### src/rtl/muldiv_unit.sv
// Iterative RV32M/RV64M multiply/divide unit: radix-2^MUL_STEP shift-add multiplier, restoring divider.
// Define MULDIV_DIV_EN to build the divider; without it funct3 1xx completes at once with result 0.
module muldiv_unit #(
  parameter int XLEN     = 32,
  parameter int MUL_STEP = 2
) (
  input  logic            clk,
  input  logic            reset,
  input  logic            ce,
  input  logic            kill,
  input  logic [2:0]      funct3,
  input  logic [XLEN-1:0] a,
  input  logic [XLEN-1:0] b,
  output logic [XLEN-1:0] result,
  output logic            stalled,
  output logic            done
);
  localparam int CW = $clog2(XLEN + 1);
  localparam logic [CW-1:0] MUL_CYCLES = CW'(XLEN / MUL_STEP);

  typedef enum logic [1:0] {IDLE, BUSY, DONE} state_t;

  state_t              state_q, state_d;
  logic [CW-1:0]       cnt_q, cnt_d;
  logic [2*XLEN-1:0]   acc_q, acc_d;
  logic [XLEN-1:0]     opnd_q, opnd_d;
  logic [2:0]          op_q, op_d;
  logic                neg_q, neg_d;
  logic [XLEN-1:0]     result_q, result_d;

  logic                sa_en, sb_en;
  logic [XLEN-1:0]     op_a, op_b;
  logic                a_neg, b_neg;

  // Which operands are treated as signed for the incoming funct3
  always_comb begin
    sa_en = 1'b0;
    sb_en = 1'b0;
    case (funct3)
      3'b001, 3'b100, 3'b110: begin
        sa_en = 1'b1;
        sb_en = 1'b1;
      end
      3'b010:  sa_en = 1'b1;
      default: ;
    endcase
  end

  assign a_neg = sa_en & a[XLEN-1];
  assign b_neg = sb_en & b[XLEN-1];
  assign op_a  = a_neg ? -a : a;
  assign op_b  = b_neg ? -b : b;

  // Multiply step: acc = {running high half, unconsumed multiplier bits}
  logic [XLEN+MUL_STEP-1:0]   pp [MUL_STEP];
  logic [XLEN+MUL_STEP-1:0]   mul_sum;
  logic [2*XLEN+MUL_STEP-1:0] mul_wide;
  logic [2*XLEN-1:0]          mul_next, mul_prod;
  logic [XLEN-1:0]            mul_res;

  for (genvar gi = 0; gi < MUL_STEP; gi++) begin : g_pp
    assign pp[gi] = acc_q[gi] ? ({{MUL_STEP{1'b0}}, opnd_q} << gi) : '0;
  end

  always_comb begin
    mul_sum = {{MUL_STEP{1'b0}}, acc_q[2*XLEN-1:XLEN]};
    for (int i = 0; i < MUL_STEP; i++) begin
      mul_sum = mul_sum + pp[i];
    end
  end

  assign mul_wide = {mul_sum, acc_q[XLEN-1:0]};
  assign mul_next = mul_wide[2*XLEN+MUL_STEP-1:MUL_STEP];
  assign mul_prod = neg_q ? -mul_next : mul_next;
  assign mul_res  = (op_q == 3'b000) ? mul_prod[XLEN-1:0] : mul_prod[2*XLEN-1:XLEN];

  logic [2*XLEN-1:0] step_next;
  logic [XLEN-1:0]   fin_res;

`ifdef MULDIV_DIV_EN
  localparam logic [CW-1:0]   DIV_CYCLES = CW'(XLEN);
  localparam logic [XLEN-1:0] MOST_NEG   = {1'b1, {(XLEN-1){1'b0}}};

  // Restoring divide step: acc = {partial remainder, dividend/quotient bits}
  logic [XLEN:0]     rem_shift, rem_diff;
  logic [2*XLEN-1:0] div_next;
  logic [XLEN-1:0]   div_val, div_res;
  logic              div_zero, div_ovf;

  assign rem_shift = {acc_q[2*XLEN-1:XLEN], acc_q[XLEN-1]};
  assign rem_diff  = rem_shift - {1'b0, opnd_q};
  assign div_next  = rem_diff[XLEN] ? {rem_shift[XLEN-1:0], acc_q[XLEN-2:0], 1'b0}
                                    : {rem_diff[XLEN-1:0], acc_q[XLEN-2:0], 1'b1};
  assign div_val   = op_q[1] ? div_next[2*XLEN-1:XLEN] : div_next[XLEN-1:0];
  assign div_res   = neg_q ? -div_val : div_val;

  assign div_zero  = (b == '0);
  assign div_ovf   = !funct3[0] && (a == MOST_NEG) && (b == '1);

  assign step_next = op_q[2] ? div_next : mul_next;
  assign fin_res   = op_q[2] ? div_res : mul_res;
`else
  assign step_next = mul_next;
  assign fin_res   = mul_res;
`endif

  always_comb begin
    state_d  = state_q;
    cnt_d    = cnt_q;
    acc_d    = acc_q;
    opnd_d   = opnd_q;
    op_d     = op_q;
    neg_d    = neg_q;
    result_d = result_q;
    stalled  = 1'b0;
    done     = 1'b0;
    result   = result_q;

    case (state_q)
      IDLE: begin
        if (ce && !kill) begin
          if (funct3[2]) begin
`ifdef MULDIV_DIV_EN
            if (div_zero) begin
              done   = 1'b1;
              result = funct3[1] ? a : '1;
            end else if (div_ovf) begin
              done   = 1'b1;
              result = funct3[1] ? '0 : a;
            end else begin
              stalled = 1'b1;
              opnd_d  = op_b;
              acc_d   = {{XLEN{1'b0}}, op_a};
              // Remainder follows the dividend sign only
              neg_d   = funct3[1] ? a_neg : (a_neg ^ b_neg);
              cnt_d   = DIV_CYCLES;
              op_d    = funct3;
              state_d = BUSY;
            end
`else
            done   = 1'b1;
            result = '0;
`endif
          end else begin
            stalled = 1'b1;
            opnd_d  = op_b;
            acc_d   = {{XLEN{1'b0}}, op_a};
            neg_d   = a_neg ^ b_neg;
            cnt_d   = MUL_CYCLES;
            op_d    = funct3;
            state_d = BUSY;
          end
        end
      end

      BUSY: begin
        stalled = 1'b1;
        if (kill) begin
          cnt_d   = '0;
          state_d = IDLE;
        end else begin
          acc_d = step_next;
          cnt_d = cnt_q - CW'(1);
          if (cnt_q == CW'(1)) begin
            result_d = fin_res;
            state_d  = DONE;
          end
        end
      end

      DONE: begin
        // Always fall back to IDLE so the same instruction cannot re-trigger
        done    = !kill;
        state_d = IDLE;
      end

      default: state_d = IDLE;
    endcase
  end

  always_ff @(posedge clk) begin
    if (reset) begin
      state_q  <= IDLE;
      cnt_q    <= '0;
      acc_q    <= '0;
      opnd_q   <= '0;
      op_q     <= '0;
      neg_q    <= 1'b0;
      result_q <= '0;
    end else begin
      state_q  <= state_d;
      cnt_q    <= cnt_d;
      acc_q    <= acc_d;
      opnd_q   <= opnd_d;
      op_q     <= op_d;
      neg_q    <= neg_d;
      result_q <= result_d;
    end
  end

endmodule

### config.mk
export PLATFORM = sky130hd
export DESIGN_NAME = muldiv_unit
export DESIGN_NICKNAME = d
export VERILOG_FILES = /design/src/rtl/muldiv_unit.sv
export SDC_FILE = /design/constraint.sdc
export NUM_CORES = 1
export LEC_CHECK = 0
export ABC_AREA = 1
export BUFFER_PORTS_ARGS = -buffer_cell sky130_fd_sc_hd__clkbuf_2
export CORE_ASPECT_RATIO = 2
export CORE_MARGIN = 2
export CORE_UTILIZATION = 62
export DETAILED_ROUTE_END_ITERATION = 6
export GPL_TIMING_DRIVEN = 0
export PLACE_DENSITY_LB_ADDON = 0.05
export SLEW_MARGIN = 15
export SYNTH_ARGS = -nofsm -noshare
export SYNTH_HDL_FRONTEND = slang
export SYNTH_SLANG_ARGS = --single-unit
### constraint.sdc
create_clock -name clk -period 4.5 [get_ports clk]
set_input_delay 0.45 -clock clk [delete_from_list [all_inputs] [get_ports clk]]
set_output_delay 0.45 -clock clk [all_outputs]
set_load 0.01 [all_outputs]
==> flow_summary.json <==
{
  "cts_tree": "yes",
  "crit_start": "acc_q[1]$_SDFFE_PP0P_",
  "root_buffer": "clkbuf_16",
  "rr_worst_depth": 20,
  "worst_slew_pin_slew_ns": 1.35,
  "grt.overflow.total": 0,
  "grt_pass1_vias": 15600,
  "dp_hpwl_um": 41800,
  "fin_util_pct": 70.5,
  "yosysTopAreaCellShare_pct": 21.4,
  "post-route-period-util_pct": 96.2,
  "finalMaxSlewViolations": 0,
  "tns_ns": 0,
  "setup.worst_path.end": "result_q[17]$_SDFFE_PP0P_",
  "crit_chain": "clkbuf_4 -> nand2_1 -> fa_1 -> inv_1 -> ha_1 -> fa_2 -> nand3_1 -> nand3_1 -> nand3_1 -> nand3_2 -> nand2_1 -> nand2_1 -> inv_1 -> nand2_1 -> nor2_1 -> nand3_1 -> a21oi_2 -> or2_1 -> nand3_1 -> a21oi_1",
  "ys_ff_latch": 139,
  "syn_nets": 2391,
  "yosysUniqueCellTypes": 45,
  "r2r_slack_ns": 0.17,
  "seqPwrFrac_pct": 37.7,
  "fin_nets": 2511,
  "ys_seq_area_share_pct": 21.4,
  "worst_ir_drop_vdd_v": 0.000279,
  "io_buffer_count": 103,
  "final_antenna_net_count": 0,
  "cp_data_required_time_ns": 4.89,
  "timing_worst_setup_path_type": "reg2reg",
  "io_pins": 105,
  "core-area_mm2": 0.0205,
  "combPwrFrac_pct": 21.6,
  "cap_violations": 0,
  "hold_viol": 0,
  "hold_class": "in2reg",
  "critPathArrivalTime_ns": 4.72,
  "min_period_ns": 4.33,
  "final_area_mm2": 0.0144,
  "critPathBufInv": 3,
  "clock_tree.buffer_depth": 2,
  "via_per_inst": 5.86,
  "crit_slowest_cell": "fa_1",
  "grt_usage_pct": 47.1,
  "start_util_pct": 63.4,
  "routed-via-count": 15500,
  "worstSkewPairLatency_ns": 0.47,
  "cp.depth": 20,
  "timing.rr.start": "acc_q[1]$_SDFFE_PP0P_",
  "clkTransAtPathRegs_ns": 0.07,
  "p_int_mw": 2.29,
  "antenna_found_initial": 0,
  "syn_area_per_cell_um2": 5.77,
  "rsz0062_at_grt": "false",
  "htreeDepth": 4,
  "cpLargestDelayFamily": "simple AND/OR/NAND/NOR gates",
  "switchingPower_mw": 1.26,
  "syn_area_mm2": 0.0130,
  "synth_warnings": 0,
  "crit_path_start_kind": "flip-flop",
  "swShare_pct": 35.5,
  "grt_pass1_wl_um": 79000,
  "status": "complete, no violations",
  "finalSetupViolCount": 0,
  "grt_max_degree": 17,
  "post_cts_buffers": 0,
  "endpoint_kind": "flip-flop",
  "post_drt_wl_per_cell_um": 19.5,
  "placed_cell_area_mm2": 0.0138,
  "first_iter_violations": 1263,
  "leakage_nw": 7.98,
  "gp_congestion": 1.08,
  "fin_skew_ns": 0.0129,
  "drive_gt1_share_pct": 9.06,
  "clock.fmax_ghz": 0.231,
  "cts_buffers": 17,
  "crit_top_cell": "nand3_1",
  "die_area_mm2": 0.0222,
  "die_w_um": 106,
  "area_growth_pct": 11.1,
  "max_stage_delay_ns": 0.52,
  "die_h_um": 209,
  "syn_inst": 2250,
  "p_clk_share_pct": 40.7,
  "cts.sinks": 139,
  "power.density_mw_per_mm2": 246,
  "totalWireLength_um": 51600,
  "yosysTopAreaCell": "dfxtp_1",
  "max_slew_margin_pct": 9.30,
  "core.rowCount": 74,
  "cp_max_fo": 10,
  "synth_area_leaders": "dfxtp_1 21%, nand2_1 18%, inv_1 11%, nor2_1 7.2%, a21oi_1 6.3%",
  "holdWs_ns": 0.244,
  "drc": 0,
  "r2r_end": "result_q[17]$_SDFFE_PP0P_",
  "firstDrtPassIters": 6
}
how the worst min path moves through the flow:
stage / from / endpoint / slack (ns) / cells after the start
floorplan: result_q[0]$_SDFFE_PP0P_ / result_q[0]$_SDFFE_PP0P_ / 0.45 / 2
global placement: result_q[0]$_SDFFE_PP0P_ / result_q[0]$_SDFFE_PP0P_ / 0.46 / 2
detailed placement: result_q[6]$_SDFFE_PP0P_ / result_q[6]$_SDFFE_PP0P_ / 0.47 / 2
CTS: funct3[1] / op_q[1]$_SDFFE_PP0P_ / 0.24 / 3
global route: funct3[1] / op_q[1]$_SDFFE_PP0P_ / 0.27 / 3
finish: funct3[1] / op_q[1]$_SDFFE_PP0P_ / 0.24 / 3
power groups by stage:
stage               Combinational [mW]  Clock [mW]  Sequential (mW)
floorplan                        0.485           0             1.33
CTS                              0.736        1.43             1.33
detailed placement               0.732           0             1.36
finish                           0.767        1.44             1.34
global placement                 0.713           0             1.35
global route                     0.832        1.47             1.34
cell families after synthesis:
kind of cell | count (synthesis) | synth area share, %
buffers and inverters | 482 | 14.1
flip-flops | 139 | 21.4
AO/OA/AOI/OAI | 389 | 16.4
XOR/XNOR | 46 | 3.22
adder cells (fa/ha/maj) | 70 | 8.60
AND/OR/NAND/NOR | 1124 | 36.3
metal layers:
| layer | vias up | track usage, % | share of wire (%) |
|---|---|---|---|
| met2 | 829 | 81.2 | 48 |
| met3 | 365 | 10.6 | 6.9 |
| met5 | - | 0 | 0 |
| li1 | 7334 | - | - |
| met1 | 7008 | 39.4 | 30 |
| met4 | 0 | 57.2 | 15 |
sequential cells by signal (all words and copies together) (netlist names):
name / flops
acc_q: 64
op_q: 2
cnt_q: 6
neg_q: 1
result_q: 32
state_q: 2
opnd_q: 32
worst register-to-register path, cell delays in order (launching register included):
cell      delay [ns]
dfxtp_2         0.45
clkbuf_4        0.28
nand2_1         0.11
fa_1            0.52
inv_1           0.04
ha_1            0.26
fa_2            0.42
nand3_1         0.13
nand3_1         0.16
nand3_1         0.16
nand3_2         0.18
nand2_1         0.10
nand2_1         0.16
inv_1           0.19
nand2_1         0.13
nor2_1          0.14
nand3_1         0.16
a21oi_2         0.25
or2_1           0.13
nand3_1         0.12
a21oi_1         0.16
placed cells by master (no fill, tap or decap), types with 3 or more instances in the layout:
cell,count
nand3b_1,11
o31ai_1,4
a21oi_1,164
nor2_1,250
inv_8,3
buf_2,4
nand3_1,116
clkinv_1,4
inv_1,391
a221oi_1,9
nor2_2,12
o21ai_1,4
xor2_1,28
nor3_2,4
nand3_2,6
clkbuf_1,62
inv_6,5
dfxtp_1,137
clkbuf_16,17
nand2_2,25
nor3_1,24
o21ai_0,151
fa_1,31
or2_1,3
or2_2,4
inv_2,6
o221ai_1,10
a31oi_1,19
ha_1,38
buf_1,8
clkbuf_2,105
nand2_1,633
nand4_1,28
a22oi_1,3
xnor2_1,16
nor4_1,5
o211ai_1,11
a21oi_2,6
Yosys cell counts, drive strengths merged:
master / instances
o221ai: 10
o31ai: 4
ha: 38
nand2: 658
o21bai: 2
o21ai: 157
dfxtp: 139
a31oi: 19
o211ai: 11
inv: 397
xnor2: 18
and2: 1
nor3: 28
a22oi: 3
xor2: 28
o21a: 1
or2: 7
clkbuf: 67
nand3b: 11
fa: 32
nand3: 122
a41oi: 1
nor4: 6
clkinv: 4
nor2: 263
a221oi: 9
a21oi: 170
a211oi: 2
nand4: 28
buf: 14
what timing repair did:
item	in CTS	in global routing
setup endpoints to repair	22	20
resized for setup	4	8
hold buffers	0	0
pin swaps	0	0
cell type report:
type | count | area [µm²]
Timing Repair Buffer | 103 | 515
Antenna cell | 1 | 2.50
Clock buffer | 18 | 429
Multi-Input combinational cell | 1629 | 8380
Tap cell | 266 | 333
Buffer | 79 | 323
Clock inverter | 14 | 154
Fill cell | 1885 | 6040
Inverter | 401 | 1510
Sequential cell | 139 | 2790
metrics by stage:
step | std cells | power, mW | setup slack (ns)
after floorplan | 2250 | 1.81 | 0.968
after global routing | 2649 | 3.65 | 0.0333
after global placement | 2619 | 2.07 | -0.197
final | 2650 | 3.55 | 0.171
after detailed placement | 2619 | 2.09 | -0.306
after CTS | 2649 | 3.49 | 0.0129
Power figures use the tool's default switching activity.
